[src/rtl/pauli_gate_engine.sv]
// -----------------------------------------------------------------------------
// pauli_gate_engine
//
// Applies one Pauli-family gate (X, Y, Z, S, S-dagger, CNOT, CZ) to the
// statevector held in an external dual-port memory. Every supported gate is a
// permutation, sign flip or re/im swap, so the datapath is only muxes and
// sign-bit inverters.
//
// Operation: the engine walks amplitude pairs (i, j), where j = i | (1<<target).
// For each pair it reads both amplitudes (port A: i, port B: j), captures them,
// then writes the updated pair back through port A in two cycles.
//
// Handshake: a command transfers on a rising clk edge where cmd_valid and
// cmd_ready are both high. cmd_ready is high only in IDLE. cmd_op, cmd_target
// and cmd_control are captured on that edge. cmd_valid is ignored while busy.
// done pulses for one cycle at completion; err is meaningful only with done.
//
// Ports:
//   clk, rst_n                   clock, asynchronous active-low reset
//   cmd_valid/cmd_ready          gate command handshake
//   cmd_op/cmd_target/cmd_control  gate opcode and qubit indices
//   done, err                    completion pulse and reject flag
//   porta_en/we/addr/din_re/im   memory port A (read/write)
//   porta_dout_re/im             port A read data (1-cycle latency)
//   portb_en/addr                memory port B (read-only)
//   portb_dout_re/im             port B read data (1-cycle latency)
//   dbg_state                    current FSM state encoding
// -----------------------------------------------------------------------------
module pauli_gate_engine #(
  parameter int NUM_QUBITS      = 3,
  parameter int AMPLITUDE_WIDTH = 32,
  localparam int NUM_STATES     = 1 << NUM_QUBITS,
  localparam int QW             = (NUM_QUBITS > 1) ? $clog2(NUM_QUBITS) : 1,
  localparam int AW             = $clog2(NUM_STATES)
) (
  input  logic                       clk,
  input  logic                       rst_n,
  input  logic                       cmd_valid,
  output logic                       cmd_ready,
  input  logic [2:0]                 cmd_op,
  input  logic [QW-1:0]              cmd_target,
  input  logic [QW-1:0]              cmd_control,
  output logic                       done,
  output logic                       err,
  output logic                       porta_en,
  output logic                       porta_we,
  output logic [AW-1:0]              porta_addr,
  output logic [AMPLITUDE_WIDTH-1:0] porta_din_re,
  output logic [AMPLITUDE_WIDTH-1:0] porta_din_im,
  input  logic [AMPLITUDE_WIDTH-1:0] porta_dout_re,
  input  logic [AMPLITUDE_WIDTH-1:0] porta_dout_im,
  output logic                       portb_en,
  output logic [AW-1:0]              portb_addr,
  input  logic [AMPLITUDE_WIDTH-1:0] portb_dout_re,
  input  logic [AMPLITUDE_WIDTH-1:0] portb_dout_im,
  output logic [2:0]                 dbg_state
);

  localparam int W  = AMPLITUDE_WIDTH;
  localparam int KW = (AW > 1) ? AW - 1 : 1;

  localparam logic [AW-1:0] ONE_AW   = AW'(1);
  localparam logic [QW:0]   NQ       = (QW + 1)'(NUM_QUBITS);
  localparam logic [KW-1:0] K_LAST   = KW'(NUM_STATES / 2 - 1);

  typedef enum logic [2:0] {
    OP_X   = 3'd0,
    OP_Y   = 3'd1,
    OP_Z   = 3'd2,
    OP_S   = 3'd3,
    OP_SDG = 3'd4,
    OP_CNOT= 3'd5,
    OP_CZ  = 3'd6,
    OP_RSV = 3'd7
  } op_e;

  typedef enum logic [2:0] {
    S_IDLE   = 3'd0,
    S_CHECK  = 3'd1,
    S_RD     = 3'd2,
    S_LAT    = 3'd3,
    S_WR0    = 3'd4,
    S_WR1    = 3'd5,
    S_DONE   = 3'd6,
    S_REJECT = 3'd7
  } state_e;

  state_e          state_q, state_d;
  logic [2:0]      op_q, op_d;
  logic [QW-1:0]   tgt_q, tgt_d;
  logic [QW-1:0]   ctl_q, ctl_d;
  logic [KW-1:0]   k_q, k_d;
  logic [W-1:0]    a0_re_q, a0_im_q, a1_re_q, a1_im_q;
  logic [W-1:0]    a0_re_d, a0_im_d, a1_re_d, a1_im_d;

  logic [AW-1:0]   k_ext, low_mask, i_addr, j_addr;
  logic            ctrl_op, cmd_bad, k_last;
  logic [W-1:0]    n0_re, n0_im, n1_re, n1_im;

  function automatic logic [W-1:0] neg(input logic [W-1:0] x);
    return {~x[W-1], x[W-2:0]};
  endfunction

  assign dbg_state = state_q;
  assign cmd_ready = (state_q == S_IDLE);
  assign ctrl_op   = (op_q == OP_CNOT) || (op_q == OP_CZ);
  assign k_last    = (k_q == K_LAST);

  // i = k with a zero inserted at bit 'target'; j sets that bit.
  assign k_ext    = {1'b0, k_q};
  assign low_mask = (ONE_AW << tgt_q) - ONE_AW;
  assign i_addr   = ((k_ext & ~low_mask) << 1) | (k_ext & low_mask);
  assign j_addr   = i_addr | (ONE_AW << tgt_q);

  assign cmd_bad = (op_q == OP_RSV) ||
                   ({1'b0, tgt_q} >= NQ) ||
                   (ctrl_op && (({1'b0, ctl_q} >= NQ) || (ctl_q == tgt_q)));

  // Updated pair, derived from the captured amplitudes a0 (at i) and a1 (at j).
  always_comb begin
    n0_re = a0_re_q;
    n0_im = a0_im_q;
    n1_re = a1_re_q;
    n1_im = a1_im_q;
    case (op_q)
      OP_X, OP_CNOT: begin
        n0_re = a1_re_q;      n0_im = a1_im_q;
        n1_re = a0_re_q;      n1_im = a0_im_q;
      end
      OP_Y: begin
        n0_re = a1_im_q;      n0_im = neg(a1_re_q);
        n1_re = neg(a0_im_q); n1_im = a0_re_q;
      end
      OP_Z, OP_CZ: begin
        n1_re = neg(a1_re_q); n1_im = neg(a1_im_q);
      end
      OP_S: begin
        n1_re = neg(a1_im_q); n1_im = a1_re_q;
      end
      OP_SDG: begin
        n1_re = a1_im_q;      n1_im = neg(a1_re_q);
      end
      default: ;
    endcase
  end

  always_comb begin
    state_d      = state_q;
    op_d         = op_q;
    tgt_d        = tgt_q;
    ctl_d        = ctl_q;
    k_d          = k_q;
    a0_re_d      = a0_re_q;
    a0_im_d      = a0_im_q;
    a1_re_d      = a1_re_q;
    a1_im_d      = a1_im_q;
    done         = 1'b0;
    err          = 1'b0;
    porta_en     = 1'b0;
    porta_we     = 1'b0;
    porta_addr   = '0;
    porta_din_re = '0;
    porta_din_im = '0;
    portb_en     = 1'b0;
    portb_addr   = '0;

    case (state_q)
      S_IDLE: begin
        k_d = '0;
        if (cmd_valid) begin
          op_d    = cmd_op;
          tgt_d   = cmd_target;
          ctl_d   = cmd_control;
          state_d = S_CHECK;
        end
      end
      S_CHECK: begin
        state_d = cmd_bad ? S_REJECT : S_RD;
      end
      S_RD: begin
        if (ctrl_op && !i_addr[ctl_q]) begin
          // Control qubit is 0 for this pair: nothing to do, one cycle per skip.
          k_d = k_q + 1'b1;
          if (k_last) state_d = S_DONE;
        end else begin
          porta_en   = 1'b1;
          porta_addr = i_addr;
          portb_en   = 1'b1;
          portb_addr = j_addr;
          state_d    = S_LAT;
        end
      end
      S_LAT: begin
        a0_re_d = porta_dout_re;
        a0_im_d = porta_dout_im;
        a1_re_d = portb_dout_re;
        a1_im_d = portb_dout_im;
        state_d = S_WR0;
      end
      S_WR0: begin
        porta_en     = 1'b1;
        porta_we     = 1'b1;
        porta_addr   = i_addr;
        porta_din_re = n0_re;
        porta_din_im = n0_im;
        state_d      = S_WR1;
      end
      S_WR1: begin
        porta_en     = 1'b1;
        porta_we     = 1'b1;
        porta_addr   = j_addr;
        porta_din_re = n1_re;
        porta_din_im = n1_im;
        k_d          = k_q + 1'b1;
        state_d      = k_last ? S_DONE : S_RD;
      end
      S_DONE: begin
        done    = 1'b1;
        state_d = S_IDLE;
      end
      S_REJECT: begin
        done    = 1'b1;
        err     = 1'b1;
        state_d = S_IDLE;
      end
      default: state_d = S_IDLE;
    endcase
  end

  always_ff @(posedge clk or negedge rst_n) begin
    if (!rst_n) begin
      state_q <= S_IDLE;
      op_q    <= '0;
      tgt_q   <= '0;
      ctl_q   <= '0;
      k_q     <= '0;
      a0_re_q <= '0;
      a0_im_q <= '0;
      a1_re_q <= '0;
      a1_im_q <= '0;
    end else begin
      state_q <= state_d;
      op_q    <= op_d;
      tgt_q   <= tgt_d;
      ctl_q   <= ctl_d;
      k_q     <= k_d;
      a0_re_q <= a0_re_d;
      a0_im_q <= a0_im_d;
      a1_re_q <= a1_re_d;
      a1_im_q <= a1_im_d;
    end
  end

endmodule

[config.mk]
export PLATFORM = sky130hd
export DESIGN_NAME = pauli_gate_engine
export DESIGN_NICKNAME = d
export VERILOG_FILES = /design/src/rtl/pauli_gate_engine.sv
export SDC_FILE = /design/constraint.sdc
export NUM_CORES = 1
export LEC_CHECK = 0
export ABC_AREA = 1
export BUFFER_PORTS_ARGS = -buffer_cell sky130_fd_sc_hd__buf_2
export CORE_MARGIN = 4
export CORE_UTILIZATION = 32
export CTS_CLUSTER_SIZE = 16
export DETAILED_ROUTE_END_ITERATION = 7
export PLACE_DENSITY_LB_ADDON = 0.3
export SETUP_SLACK_MARGIN = 0.1
export SLEW_MARGIN = 5
export SYNTH_ARGS = -nofsm -noshare
export SYNTH_HDL_FRONTEND = slang
export SYNTH_SLANG_ARGS = --single-unit
[constraint.sdc]
create_clock -name clk -period 2.02 [get_ports clk]
set_clock_uncertainty 0.2 [all_clocks]
set_input_delay 0.202 -clock clk [delete_from_list [all_inputs] [get_ports clk]]
set_output_delay 0.202 -clock clk [all_outputs]
set_load 0.05 [all_outputs]
## Word level (Yosys, flattened, before mapping)

Cells that the tools add are included.
W data, S select, Z words.

| operators by class | value |
|---|---|
| shifts and indexed selects | 1 |
| bitwise logic cells | 8 |
| multiplexer cells | 26 |
| equality and inequality tests | 19 |
| reduce and logical (&&, ||, !) cells | 17 |
| add/subtract/negate cells | 2 |
| magnitude comparators | 3 |

Operator list:

| cell | count |
|---|---|
| $pmux W32 S5 | 2 |
| $pmux W32 S2 | 4 |
| $eq A3 B3 Y1 const B | 8 |
| $mux W3 | 8 |
| $pmux W3 S7 | 1 |
| $eq A3 B2 Y1 const B | 4 |
| $pmux W3 S3 | 1 |
| $reduce_or A2 Y1 | 4 |
| $eq A3 B1 Y1 const B | 2 |
| $logic_not A3 Y1 | 2 |
| $mux W1 | 6 |
| $or A3 B3 Y3 | 2 |
| $pmux W2 S3 | 1 |
| $reduce_and A2 Y1 | 3 |
| $ge A2 B2 Y1 const B | 2 |
| $logic_or A1 B1 Y1 | 4 |
| $ne A2 B2 Y1 const B | 2 |
| $and A2 B3 Y3 | 1 |
| $lt A2 B3 Y1 const B | 1 |
| $ne A3 B3 Y1 const B | 1 |
| $not A1 Y1 | 3 |
| $reduce_bool A3 Y1 | 1 |
| $shl A1 B2 Y3 const A | 1 |
| $sub A3 B1 Y3 const B | 1 |
| 10 further kinds | 11 |

| storage, ports and cells | value |
|---|---|
| output and inout bits | 79 |
| input port bits | 138 |
| bits in registers | 140 |

## Logic depth before layout (Yosys ltp)

| depth | value |
|---|---|
| word-level depth | 11 |
| mapped depth | 11 |

## Worst setup path after synthesis

No wires, ideal clock.

| timing | value |
|---|---|
| path kind | flip-flop to output port |
| from | register state_q[2], in the netlist dbg_state[2] |
| to | output port porta_addr[0] |
| arrival time | 2.472 ns |
| slack | -0.854 ns |
| required time | 1.618 ns |
| stages on the path, launching flop included | 7 |
| buffers on the path | 0 |
| cell sequence | dfrtp_1 inv_1 nor2_1 inv_1 nand2_1 inv_1 a21oi_1 |

| between the ends | value |
|---|---|
| cells in the longest elaborated chain, start to end | 2 |
| elaborated cells on any way between the ends | 4 |

Ends and longest elaborated chain:

| element | line | text |
|---|---|---|
| start: declaration | 88 | `state_e state_q, state_d;` |
| start signal: assignment | 242 | `state_q <= state_d;` |
| $eq A3 B3 Y1 / $eq A3 B2 Y1 (equally long branches) | 167 | `case (state_q)` |
| $pmux W3 S3 * | 167 |  |
| end: declaration | 47 | `output logic [AW-1:0] porta_addr,` |

Mark *: on every way between the ends. The rest lies on a longest branch, timed or not.

## Final worst setup path

| timing | value |
|---|---|
| from | register op_q[1] |
| to | output port porta_din_re[25] |

| between the ends | value |
|---|---|
| cells in the longest elaborated chain, start to end | 4 |
| elaborated cells on any way between the ends | 12 |

Ends and longest elaborated chain:

| element | line | text |
|---|---|---|
| start: declaration | 89 | `logic [2:0] op_q, op_d;` |
| start signal: assignment | 243 | `op_q <= op_d;` |
| $eq A3 B3 Y1 (tied with other cells) | 125 | `case (op_q)` |
| $reduce_or A2 Y1 | 125 |  |
| $pmux W32 S5 / $pmux W32 S2 (equally long branches) | 125 |  |
| $pmux W32 S2 * | 167 |  |
| end: declaration | 48 | `output logic [AMPLITUDE_WIDTH-1:0] porta_din_re,` |

Marks and branches as above.

==> Flow_metrics.wiki <==
{| class="wikitable"
! Metric !! Value
|-
| Critical path buffer and inverter count || 5
|-
| H-Tree Level Count || 4
|-
| Remaining antenna violation count || 0
|-
| Post-route cell area || 15300 um2
|-
| Stages on worst setup path || 12
|-
| Setup WS pre-CTS || -0.210 ns
|-
| Cell row count || 61
|-
| Largest fanout on the critical path || 12
|-
| Antenna diode count || 0
|-
| Worst reg-to-reg path cell count || 13
|-
| Vias per Instance || 5.13
|-
| Startpoint kind of the worst setup timing path || flop
|-
| Gp weighted congestion || 0.852
|-
| Final Total Pwr || 27.0 mW
|-
| Starting density of the core || 0.329
|-
| Unique masters post-synth || 27
|-
| Rel. slew slack || 0.684
|-
| Overall track demand over capacity in global routing || 0.225
|-
| Clock latency on the worst-skew pair || 0.43 ns
|-
| Startpoint of the lowest-slack register-to-register path || op_q[0]$_DFFE_PN0P_
|-
| Setup Total Neg Slack || -36.91 ns
|-
| Transition at the pin with the smallest max-transition slack || 0.474 ns
|-
| Final count of hold timing violations || 0
|-
| Average detailed-routed wire length per instance || 17.3 um
|-
| Ports placed on the boundary || 217
|-
| DP HPWL || 20.9 mm
|-
| Clock buffer count from CTS || 17
|-
| Setup CP Type || flop to primary output
|-
| Violated checks || negative setup slack
|-
| Crit-path cells || inv_2, nand2_4, o21ai_4, buf_12, nor2_4, buf_12, clkbuf_16, nand2_1, nand2_1, nand2_2, nand2_4, buf_8
|-
| Register clock-pin slew on the reported worst setup and hold paths || 0.07 ns
|-
| Unrepaired setup endpoints after global routing || true
|-
| Iteration-0 DRC Markers || 849
|-
| Critical R2R Capture || k_q[0]$_DFFE_PN0P_
|-
| Count of warnings emitted by yosys || 0
|-
| Flop-to-flop setup slack || -0.09 ns
|-
| Share of post-route cells with drive strength above 1 || 0.311
|-
| Worst setup slack after layout || -0.593 ns
|-
| Via count || 11.1k
|-
| Delay-heaviest family, CP || buffers and inverters
|-
| Detailed Route WL || 37.5 mm
|-
| Worst hold slack || 0.00391 ns
|-
| Post-synthesis sequential area ratio || 0.380
|-
| Leakage power || 7.24 nW
|-
| Areal power density over the cells || 1760 nW/um2
|-
| Max-slew violations || 0
|-
| Required time of the worst setup path || 1.62 ns
|-
| Highest achievable clock rate || 0.383 GHz
|-
| Wire length of the first global-routing pass || 56.8 mm
|-
| Fill cell count || 2511
|-
| Final period utilization || 1.29
|-
| Number of I/O port buffers || 216
|-
| Pin count of the biggest net entering global routing || 65
|-
| Initial antenna violation count || 0
|-
| Cell with the largest stage delay on the worst path || sky130_fd_sc_hd__dfrtp_2
|-
| Arrival @ worst endpoint || 2.21 ns
|-
| Synthesized netlist cell count || 1383
|-
| Cell total after placement || 1949
|-
| Placeable core region || 28100 um2
|-
| Sinks on the clock net || 140
|-
| Run status || complete, but fails checks
|-
| Worst IR Drop VDD || 0.822 mV
|-
| Kind of path behind the tightest hold check || input pin to async pin
|-
| DRC violation count after routing || 0
|-
| CTS tree || built
|-
| Clk buf depth || 2
|-
| Time the final worst path needs with I/O delays and setup || 2.61 ns
|-
| Root Driver || sky130_fd_sc_hd__clkbuf_16
|-
| Average cell area after synthesis || 6.67 um2
|-
| Setup violation total in the final timing report || 76
|-
| Layout net count || 1913
|-
| Overflow left after global routing || 0
|-
| Post-Route Utilization || 0.545
|-
| Delay of the slowest cell on the worst path || 0.45 ns
|-
| Die width || 178 um
|-
| Number of global-route vias before repair || 11.0k
|-
| #FFs+latches synth || 140
|-
| First-pass iteration count of the detailed router || 7
|-
| Die Footprint || 31600 um2
|-
| DP Area || 11500 um2
|-
| Die Ht || 178 um
|-
| Count of max-cap constraint violations || 0
|-
| Number of nets in the synthesized netlist || 1522
|-
| Area grow syn2layout || 65.9%
|-
| Number of non-filler instances in the completed layout || 2165
|-
| Endpoint class of the critical path || primary output
|-
| Mapped Area || 9230 um2
|}
-- what timing repair did --
| item | 4_1_cts | 5_1_grt |
|---|---|---|
| pin swaps | 19 | 15 |
| endpoints found under the setup margin | 77 | 106 |
| cloned | 9 | 10 |
| buffers inserted | 15 | 17 |
| hold endpoints to repair | 276 | 0 |
| gates resized for setup | 258 | 81 |
| hold buffers | 138 | 0 |
-- registers in the layout (all words and copies together) (netlist names) --
register / cells
a0_im_q: 32
a0_re_q: 32
a1_im_q: 32
a1_re_q: 32
ctl_q: 2
dbg_state: 3
k_q: 2
op_q: 3
tgt_q: 2
-- worst max path at each step --
stage | from | end | slack (ns)
final | op_q[1]$_DFFE_PN0P_ | porta_din_re[25] | -0.59
after global routing | op_q[1]$_DFFE_PN0P_ | porta_din_re[25] | -0.67
after CTS | op_q[1]$_DFFE_PN0P_ | porta_din_im[4] | -0.56
after detailed placement | op_q[1]$_DFFE_PN0P_ | porta_din_re[24] | -0.21
after global placement | op_q[1]$_DFFE_PN0P_ | porta_din_re[30] | -0.17
after floorplan | dbg_state[0]$_DFFE_PN0P_ | porta_addr[0] | -0.06
-- Yosys cell counts (all sizes together) --
cell	n	area [um2]
a22oi	65	488
o21ai	77	412
o2111ai	62	543
nor3	2	10.0
nand3	10	50.1
nand4	1	6.26
buf	77	579
dfrtp	140	3500
or2	1	6.26
clkbuf	13	48.8
inv	92	345
a21oi	17	85.1
nand2	795	2990
nor2	26	118
a211oi	1	7.51
a31oi	3	18.8
ha	1	12.5
-- worst register-to-register path, cell delays in order (launching register included) --
cell and delay (ns):
sky130_fd_sc_hd__dfrtp_2 0.46, sky130_fd_sc_hd__buf_4 0.16, sky130_fd_sc_hd__nand2_4 0.08, sky130_fd_sc_hd__buf_6 0.11, sky130_fd_sc_hd__nand3_2 0.10, sky130_fd_sc_hd__nor2_4 0.15
sky130_fd_sc_hd__nand2_4 0.09, sky130_fd_sc_hd__buf_4 0.17, sky130_fd_sc_hd__nand2_8 0.09, sky130_fd_sc_hd__buf_4 0.11, sky130_fd_sc_hd__buf_4 0.10, sky130_fd_sc_hd__nand2_1 0.08
sky130_fd_sc_hd__nand2_1 0.07, sky130_fd_sc_hd__nand2_1 0.05
-- cell usage in the layout (no fill, tap or decap), types with 14 or more instances in the layout --
master / n
sky130_fd_sc_hd__buf_4: 49
sky130_fd_sc_hd__o21ai_0: 72
sky130_fd_sc_hd__nand2_2: 80
sky130_fd_sc_hd__nor2_1: 15
sky130_fd_sc_hd__nand2_1: 648
sky130_fd_sc_hd__buf_6: 31
sky130_fd_sc_hd__buf_8: 55
sky130_fd_sc_hd__buf_2: 141
sky130_fd_sc_hd__nand2_4: 65
sky130_fd_sc_hd__clkbuf_16: 24
sky130_fd_sc_hd__inv_1: 82
sky130_fd_sc_hd__dlygate4sd3_1: 137
sky130_fd_sc_hd__o2111ai_1: 50
sky130_fd_sc_hd__buf_12: 32
sky130_fd_sc_hd__a21oi_1: 14
sky130_fd_sc_hd__a22oi_1: 65
sky130_fd_sc_hd__dfrtp_1: 134
-- per-layer routing --
layer | vias to the layer above | global-route usage | share of wire
met5 | - | 0 | 0
li1 | 5245 | - | -
met4 | 0 | 0.0964 | 0.034
met1 | 5241 | 0.278 | 0.41
met2 | 513 | 0.390 | 0.49
met3 | 100 | 0.0317 | 0.061
-- power breakdown --
group          internal [mW]  total (mW)  switching, mW
Sequential              4.22        5.81           1.59
Clock                   1.82        3.16           1.34
Combinational           7.56        18.0           10.4
-- final cells by class --
class | instances | area (um2) | share of cell area
clock buffers | 18 | 429 | 0.0280
clock inverters | 14 | 148 | 0.00965
inverters | 92 | 354 | 0.0231
multi-input cells | 1062 | 5710 | 0.373
flip-flops and latches | 140 | 3510 | 0.229
well taps | 378 | 473 | 0.0309
repair buffers | 461 | 4680 | 0.306
-- logic make-up after synthesis --
logic type                 Yosys count  synth area share
and+or+nand+nor                    835             0.345
AOI/OAI and AO/OA                  225             0.168
buffers and inverters              182             0.105
DFF                                140             0.380
adders and majority gates            1           0.00136
Power figures use the tool's default switching activity.
